$ cat config.mk
export PLATFORM = sky130hd
export DESIGN_NAME = wr_slave_arbiter
export DESIGN_NICKNAME = d
export VERILOG_FILES = /design/src/rtl/axi_ic_pkg.sv /design/src/rtl/wr_beat_cnt.sv /design/src/rtl/wr_slave_arbiter.sv
export SDC_FILE = /design/constraint.sdc
export NUM_CORES = 1
export LEC_CHECK = 0
export BUFFER_PORTS_ARGS = -buffer_cell sky130_fd_sc_hd__buf_2
export CORE_MARGIN = 2
export CORE_UTILIZATION = 56
export DETAILED_ROUTE_END_ITERATION = 6
export PLACE_DENSITY = 0.78
export SLEW_MARGIN = 40
export SYNTH_ARGS = -nofsm -noshare
export SYNTH_HDL_FRONTEND = slang
export SYNTH_HIERARCHICAL = 1
export SYNTH_SLANG_ARGS = --single-unit
$ cat constraint.sdc
create_clock -name ACLK -period 2.65 [get_ports ACLK]
set_input_delay 0.3975 -clock ACLK [delete_from_list [all_inputs] [get_ports ACLK]]
set_output_delay 0.3975 -clock ACLK [all_outputs]
set_load 0.02 [all_outputs]
$ cat src/rtl/axi_ic_pkg.sv
// rtl/axi_ic_pkg.sv - shared grant codes, write-arbiter state encoding and widths
package axi_ic_pkg;

  localparam int LEN_W_DEF = 8;

  localparam logic [1:0] SEL_NONE = 2'b00;
  localparam logic [1:0] SEL_M1   = 2'b01;
  localparam logic [1:0] SEL_M2   = 2'b10;

  typedef enum logic [1:0] {
    IDLE = 2'b00,
    ADDR = 2'b01,
    DATA = 2'b10,
    RESP = 2'b11
  } wr_state_e;

endpackage

$ cat src/rtl/wr_beat_cnt.sv
// rtl/wr_beat_cnt.sv - W beat counter, AWLEN capture and WLAST/length mismatch pulse
module wr_beat_cnt
  import axi_ic_pkg::*;
#(
  parameter int LEN_W = LEN_W_DEF
) (
  input  logic             clk,
  input  logic             rst,
  input  logic             clr,
  input  logic             aw_hs,
  input  logic             w_hs,
  input  logic             wlast,
  input  logic [LEN_W-1:0] awlen,
  output logic             aw_done,
  output logic             w_done,
  output logic             wlast_err,
  output logic [LEN_W-1:0] beat_cnt
);

  logic [LEN_W-1:0] len_q;
  logic             len_known;
  logic [LEN_W-1:0] len_eff;
  logic             err_beat;
  logic             err_late;

  // A beat sharing its edge with the AW handshake is judged against the incoming AWLEN.
  assign len_known = aw_done | aw_hs;
  assign len_eff   = aw_done ? len_q : awlen;
  assign err_beat  = w_hs & len_known &
                     (wlast ? (beat_cnt != len_eff) : (beat_cnt == len_eff));
  // Burst already closed by WLAST: beats seen so far must equal AWLEN+1.
  assign err_late  = aw_hs & w_done & ((beat_cnt - LEN_W'(1)) != awlen);

  always_ff @(posedge clk or posedge rst) begin
    if (rst) begin
      beat_cnt  <= '0;
      len_q     <= '0;
      aw_done   <= 1'b0;
      w_done    <= 1'b0;
      wlast_err <= 1'b0;
    end else begin
      wlast_err <= err_beat | err_late;
      if (clr) begin
        beat_cnt <= '0;
        aw_done  <= 1'b0;
        w_done   <= 1'b0;
      end else begin
        if (aw_hs) begin
          len_q   <= awlen;
          aw_done <= 1'b1;
        end
        if (w_hs) begin
          beat_cnt <= beat_cnt + LEN_W'(1);
          if (wlast) w_done <= 1'b1;
        end
      end
    end
  end

endmodule

$ cat src/rtl/wr_slave_arbiter.sv
// rtl/wr_slave_arbiter.sv - per-slave write arbiter holding a grant from AW through B
// WR_ARB_RR_EN selects round-robin tie breaking; otherwise master 1 wins ties.
module wr_slave_arbiter
  import axi_ic_pkg::*;
#(
  parameter int LEN_W = LEN_W_DEF
) (
  input  logic             ACLK,
  input  logic             ARESET,
  input  logic             m1_req,
  input  logic             m2_req,
  input  logic [LEN_W-1:0] m1_AWLEN,
  input  logic [LEN_W-1:0] m2_AWLEN,
  input  logic             sl_AWVALID,
  input  logic             sl_AWREADY,
  input  logic             sl_WVALID,
  input  logic             sl_WREADY,
  input  logic             sl_WLAST,
  input  logic             sl_BVALID,
  input  logic             sl_BREADY,
  output logic [1:0]       mas_sel,
  output logic             busy,
  output logic             wlast_err
);

  wr_state_e        state, state_n;
  logic [1:0]       sel_n;
  logic             aw_hs, w_hs, b_hs;
  logic             aw_done, w_done;
  logic [LEN_W-1:0] beat_cnt;
  logic [LEN_W-1:0] awlen_sel;
  logic [1:0]       winner;
`ifdef WR_ARB_RR_EN
  logic             rr_ptr, rr_n;
`endif

  assign aw_hs     = (state == ADDR) & sl_AWVALID & sl_AWREADY;
  assign w_hs      = ((state == ADDR) | (state == DATA)) & sl_WVALID & sl_WREADY;
  assign b_hs      = (state == RESP) & sl_BVALID & sl_BREADY;
  assign awlen_sel = (mas_sel == SEL_M2) ? m2_AWLEN : m1_AWLEN;

`ifdef WR_ARB_RR_EN
  assign winner = (m1_req & m2_req) ? (rr_ptr ? SEL_M2 : SEL_M1)
                                    : (m1_req ? SEL_M1 : SEL_M2);
`else
  assign winner = m1_req ? SEL_M1 : SEL_M2;
`endif

  wr_beat_cnt #(.LEN_W(LEN_W)) u_beat (
    .clk       (ACLK),
    .rst       (ARESET),
    .clr       (b_hs),
    .aw_hs     (aw_hs),
    .w_hs      (w_hs),
    .wlast     (sl_WLAST),
    .awlen     (awlen_sel),
    .aw_done   (aw_done),
    .w_done    (w_done),
    .wlast_err (wlast_err),
    .beat_cnt  (beat_cnt)
  );

  always_comb begin
    state_n = state;
    sel_n   = mas_sel;
`ifdef WR_ARB_RR_EN
    rr_n    = rr_ptr;
`endif
    case (state)
      IDLE: if (m1_req | m2_req) begin
        state_n = ADDR;
        sel_n   = winner;
      end
      ADDR: begin
        if ((aw_done | aw_hs) & (w_done | (w_hs & sl_WLAST))) state_n = RESP;
        else if (aw_done | aw_hs)                             state_n = DATA;
      end
      DATA: if (w_hs & sl_WLAST) state_n = RESP;
      RESP: if (b_hs) begin
        state_n = IDLE;
        sel_n   = SEL_NONE;
`ifdef WR_ARB_RR_EN
        rr_n    = (mas_sel == SEL_M1);
`endif
      end
      default: state_n = IDLE;
    endcase
  end

  always_ff @(posedge ACLK or posedge ARESET) begin
    if (ARESET) begin
      state   <= IDLE;
      mas_sel <= SEL_NONE;
      busy    <= 1'b0;
`ifdef WR_ARB_RR_EN
      rr_ptr  <= 1'b0;
`endif
    end else begin
      state   <= state_n;
      mas_sel <= sel_n;
      busy    <= (state_n != IDLE);
`ifdef WR_ARB_RR_EN
      rr_ptr  <= rr_n;
`endif
    end
  end

endmodule

-- After elaboration in Yosys (flattened, before gate mapping)
Cells that the tools add are included.
- register bits after elaboration: 24
- bits of input ports: 27
- output and inout port bits: 4
- logic and storage cells: 66
- add/subtract/negate cells: 2
- eq/ne operators: 9
- mux-type cells: 20
- bitwise gates (word level): 18
- reduce and logical (&&, ||, !) cells: 9
- operator list (kind ; count):
    $mux W8 ; 4
    $mux W2 ; 8
    $ne A8 B8 Y1 ; 2
    $and A1 B1 Y1 ; 12
    $reduce_bool A2 Y1 ; 5
    $add A8 B1 Y8 const B ; 1
    $eq A8 B8 Y1 ; 1
    $pmux W2 S4 ; 1
    $sub A8 B1 Y8 const B ; 1
    $eq A2 B2 Y1 const B ; 3
    $mux W1 ; 6
    $or A1 B1 Y1 ; 5
    $ne A2 B2 Y1 const B ; 2
    $pmux W2 S2 ; 1
    $reduce_and A2 Y1 ; 2
    $reduce_and A3 Y1 ; 1
    $eq A2 B1 Y1 const B ; 1
    $logic_not A2 Y1 ; 1
    $not A1 Y1 ; 1

-- Depth between registers and ports, before layout
- word-level depth: 10
- mapped depth: 9
- mapped depth without buffers: 8

-- Cells and area by module
The synthesis kept the hierarchy.
- modules (own cells, without submodules) (module ; instances ; cells an instance ; area an instance (um^2) ; seq. area each (um^2)):
    wr_beat_cnt ; 1 ; 149 ; 1341.3 ; 475.5
    wr_slave_arbiter ; 1 ; 55 ; 508.0 ; 125.1

-- Worst setup path after synthesis
OpenSTA, ideal clock, no wires.
- path type: register -> register
- start point: reg mas_sel[1]
- end point: reg u_beat.wlast_err
- setup time: 0.131 ns
- data arrival time: 2.345 ns
- required time: 2.519 ns
- setup slack: 0.174 ns
- stages on the path, launching flop included: 9
- path buffers: 1
- clock period less this slack: 2.476 ns
- cells stage by stage: dfrtp_1 > nor2b_1 > clkbuf_1 > mux2_1 > xnor2_2 > xnor2_1 > or4b_1 > a211oi_2 > o221ai_2
- cells in the longest elaborated chain, start to end: 7
- elaborated cells between the ends (all ways): 10
- classes of those cells: eq/ne (4); mux (3); bitwise (3)
- ends and longest elaborated chain (element ; RTL line ; text):
    start, declared ; wr_slave_arbiter.sv:21 ; output logic [1:0] mas_sel,
    start signal, assigned ; wr_slave_arbiter.sv:100 ; mas_sel <= sel_n;
    $eq A2 B2 Y1 * ; wr_slave_arbiter.sv:40 ; assign awlen_sel = (mas_sel == SEL_M2) ? m2_AWLEN : m1_AWLEN;
    $mux W8 * ; wr_slave_arbiter.sv:40 ;
    via awlen_sel[3] ; wr_slave_arbiter.sv:31 ; logic [LEN_W-1:0] awlen_sel;
    $mux W8 ; wr_beat_cnt.sv:28 ; assign len_eff = aw_done ? len_q : awlen;
    $eq A8 B8 Y1 or $ne A8 B8 Y1 (tied branches) ; wr_beat_cnt.sv:30 ; (wlast ? (beat_cnt != len_eff) : (beat_cnt == len_eff));
    $mux W1 ; wr_beat_cnt.sv:30 ;
    $and A1 B1 Y1 ; wr_beat_cnt.sv:29 ; assign err_beat = w_hs & len_known &
    $or A1 B1 Y1 * ; wr_beat_cnt.sv:42 ; wlast_err <= err_beat | err_late;
    end signal, assigned ; wr_beat_cnt.sv:42 ;
    end, declared ; wr_beat_cnt.sv:16 ; output logic wlast_err,
Mark *: on every way through the listed nets, which the timed path passes. The rest lies on a longest branch.
A chain may end at the register's enable or synchronous reset.

-- Worst setup path after layout
Same ends and word-level chain as after synthesis.

==> metrics.md <==
| Metric | Value |
|---|---|
| Worst hold margin | `0.390 ns` |
| Reg clk slew, reported paths | `0.14 ns` |
| Top_reg_cell synth | `dfrtp_1` |
| Worst-path cell chain | `nor2b_1, buf_4, mux2_1, xnor2_2, xnor2_1, or4b_1, a211oi_2, o221ai_2` |
| Synthesized area | `0.00185 sq mm` |
| Worst-Margin Slew | `0.716 ns` |
| Crit path from | `mas_sel[1]` |
| Max H-tree Level | `1` |
| Syn Nets | `237` |
| Worst Path Max Fanout | `8` |
| Area grow syn2layout | `10.4%` |
| WHS Endpoint | `u_beat/w_done` |
| Fin util | `0.658` |
| Synth cell types | `53` |
| CTS root buf | `clkbuf_4` |
| Pins Over Slew Limit | `0` |
| Final HPWL from detailed placement | `2930 microns` |
| Worst min-delay path class | `input port to register` |
| Antenna Nets Post-Route | `0` |
| Reg2Reg Launch Point | `mas_sel[1]` |
| GR Overflow Total | `0` |
| Final hold violation count | `0` |
| Total of max-cap violations | `0` |
| Most common cell after layout, fill and taps aside | `nand2_1` |
| Fraction of layout cells with a size suffix above 1 | `0.245` |
| Worst reg-to-reg path cell count | `8` |
| Die width | `61.5 microns` |
| DRC violations left | `0` |
| WL/cell | `14.3 microns` |
| Post-synth EDFFs | `0` |
| Sequential area share after synthesis | `0.325` |
| Post-Layout Inst Area | `0.00204 sq mm` |
| Clock Latency Late Sink | `0.33 ns` |
| Routed vias/inst | `5.48` |
| RSZ-0062 raised after global routing | `false` |
| Async S/R FF share, synth | `1.00` |
| Dpl ws | `0.283 ns` |
| Cts repair resizes | `0` |
| Synth top area share | `0.325` |
| Yosys top cell by area | `dfrtp_1` |
| All-Layer GR Usage | `0.238` |
| # placed instances | `268` |
| Sink Count | `24` |
| Minimum clock period | `2.44 ns` |
| FF-to-FF setup slack | `0.21 ns` |
| Setup Skew | `0.00998 ns` |
| WP buf/inv | `1` |
| Diode count | `0` |
| Worst flop-to-flop path endpoint | `u_beat/wlast_err` |
| I/O pins | `31` |
| # nets final | `263` |
| Syn. warnings | `6` |
| Cell-internal power | `1.21 mW` |
| Tot Pwr | `2.13 mW` |
| Initial antenna violation count | `0` |
| Syn Area/Cell | `9.07 sq um` |
| Status | `finished clean` |
| Vias in the first global route | `1386` |
| Finish-stage setup viols | `0` |
| Worst VDD drop | `0.638 mV` |
| Largest cells by area after synthesis | `dfrtp_1 32%, xnor2_1 7.1%, nand2_1 6.7%` |
| Chip height | `61.5 microns` |
| Number of DRC markers in iteration 0 | `66` |
| Die area | `0.00378 sq mm` |
| Slew margin rel. | `0.522` |
| Port buffer count | `30` |
| Largest net degree at the start of global routing | `20` |
| Switch Pwr | `916 uW` |
| Num rows | `20` |
| Syn Inst Count | `204` |
| Clock share of power | `0.128` |
| Total core area | `0.00310 sq mm` |
| CTS max path bufs | `2` |
| Seq cells post-synth | `24` |
| RePlAce Congestion | `0.847` |
| Setup TNS | `0 ns` |
| Switching Share | `0.430` |
| First-pass GRT wire length | `6510 microns` |
| Family with the most delay on the worst path | `simple AND/OR/NAND/NOR gates` |
| CTS Buf Count | `3` |
| Most frequent cells in the layout | `33 x nand2_1, 30 x buf_2, 24 x dfrtp_1` |
| Placed inst area | `0.00198 sq mm` |
| Initial Util | `0.596` |
| P per Cell Area | `1040 mW/mm^2` |
| Worst Min Path Start | `sl_WLAST` |
| Comb power frac | `0.546` |
| Hold Crit Depth | `3` |
| 1st-pass router iterations | `4` |
| TritonCTS clock tree | `done` |
| Worst setup EP type | `register` |
| Crit path max-delay cell type | `or4b_1` |
| WP data arrival | `2.65 ns` |
| Worst Setup Start Kind | `register` |
| Fmax achieved | `0.410 GHz` |
| Sequential share of power | `0.326` |
| Critical Path Max Stage Delay | `0.53 ns` |
| Drt total wl | `3900 microns` |
| Worst EP required | `2.86 ns` |
| Via count | `1497` |
| Setup slack after layout | `0.211 ns` |
| Period Utilization, post-route | `0.920` |
| Non-Filler Instances | `273` |
| Leakage | `0.944 nW` |
| WS Path Type | `register to register` |
==> state kept, by name (all words and copies together), names as in the netlist <==
name              cells
busy                  1
mas_sel               2
state                 2
u_beat/aw_done        1
u_beat/beat_cnt       8
u_beat/len_q          8
u_beat/w_done         1
u_beat/wlast_err      1
==> kinds of logic after synthesis <==
group | Yosys count | synth area share
AO/OA/AOI/OAI | 33 | 0.127
multiplexers | 16 | 0.0920
flip-flops | 24 | 0.325
buffers and inverters | 20 | 0.0690
XOR/XNOR | 22 | 0.108
adder cells (fa/ha/maj) | 6 | 0.0406
AND/OR/NAND/NOR | 83 | 0.238
==> layer usage <==
layer | global-route usage | wire [microns] | up-vias
met2 | 0.365 | 1740 | 31
li1 | - | - | 753
met3 | 0.0420 | 148 | 6
met1 | 0.339 | 1960 | 707
met4 | 0.0851 | 40 | 0
met5 | 0 | 0 | -
==> cells in the mapped netlist, types with 3 or more instances <==
cell,instances
and3_1,4
nor2_1,18
nand2b_1,3
buf_6,6
nor3b_1,3
nand3_1,3
ha_1,6
mux2_2,5
mux2_1,3
dfrtp_1,24
xnor2_1,15
nand2_1,33
inv_1,6
clkbuf_1,4
a21oi_1,7
mux2i_1,8
o21ai_0,6
xor2_1,6
==> final cells by class <==
class,count,area (sq um)
clock buffer,3,22.5
clock inverter,1,30.0
fill,290,1060
inverter,7,28.8
multi-input combinational,160,1120
sequential,24,601
tap,44,55.1
timing repair buffer,34,183
==> power by group through the flow <==
stage,sequential (mW),combinational (mW),clock [mW]
6_report,0.694,1.16,0.273
5_1_grt,0.717,1.29,0.291
4_1_cts,0.689,1.16,0.275
3_5_place_dp,0.699,1.15,0
3_3_place_gp,0.692,1.13,0
2_1_floorplan,0.624,1.05,0
==> tightest hold or removal path: cells and delay by family <==
family	cells	cell delay, ns
buffers and inverters	1	0.12
and+or+nand+nor	1	0.09
AOI/OAI and AO/OA	1	0.07
==> what timing repair did <==
| action | in CTS | in global routing |
|---|---|---|
| hold buffers | 1 | 0 |
| buffers inserted | 0 | 0 |
| endpoints found under the hold margin | 5 | 0 |
==> how the worst max path moves through the flow <==
stage / to / slack (ns) / cells after the start
floorplan: u_beat/wlast_err / 0.17 / 8
global placement: u_beat/wlast_err / 0.36 / 8
detailed placement: u_beat/wlast_err / 0.28 / 8
CTS: u_beat/wlast_err / 0.24 / 8
global route: u_beat/wlast_err / 0.08 / 8
finish: u_beat/wlast_err / 0.21 / 8
(Power assumes the default switching activity.)
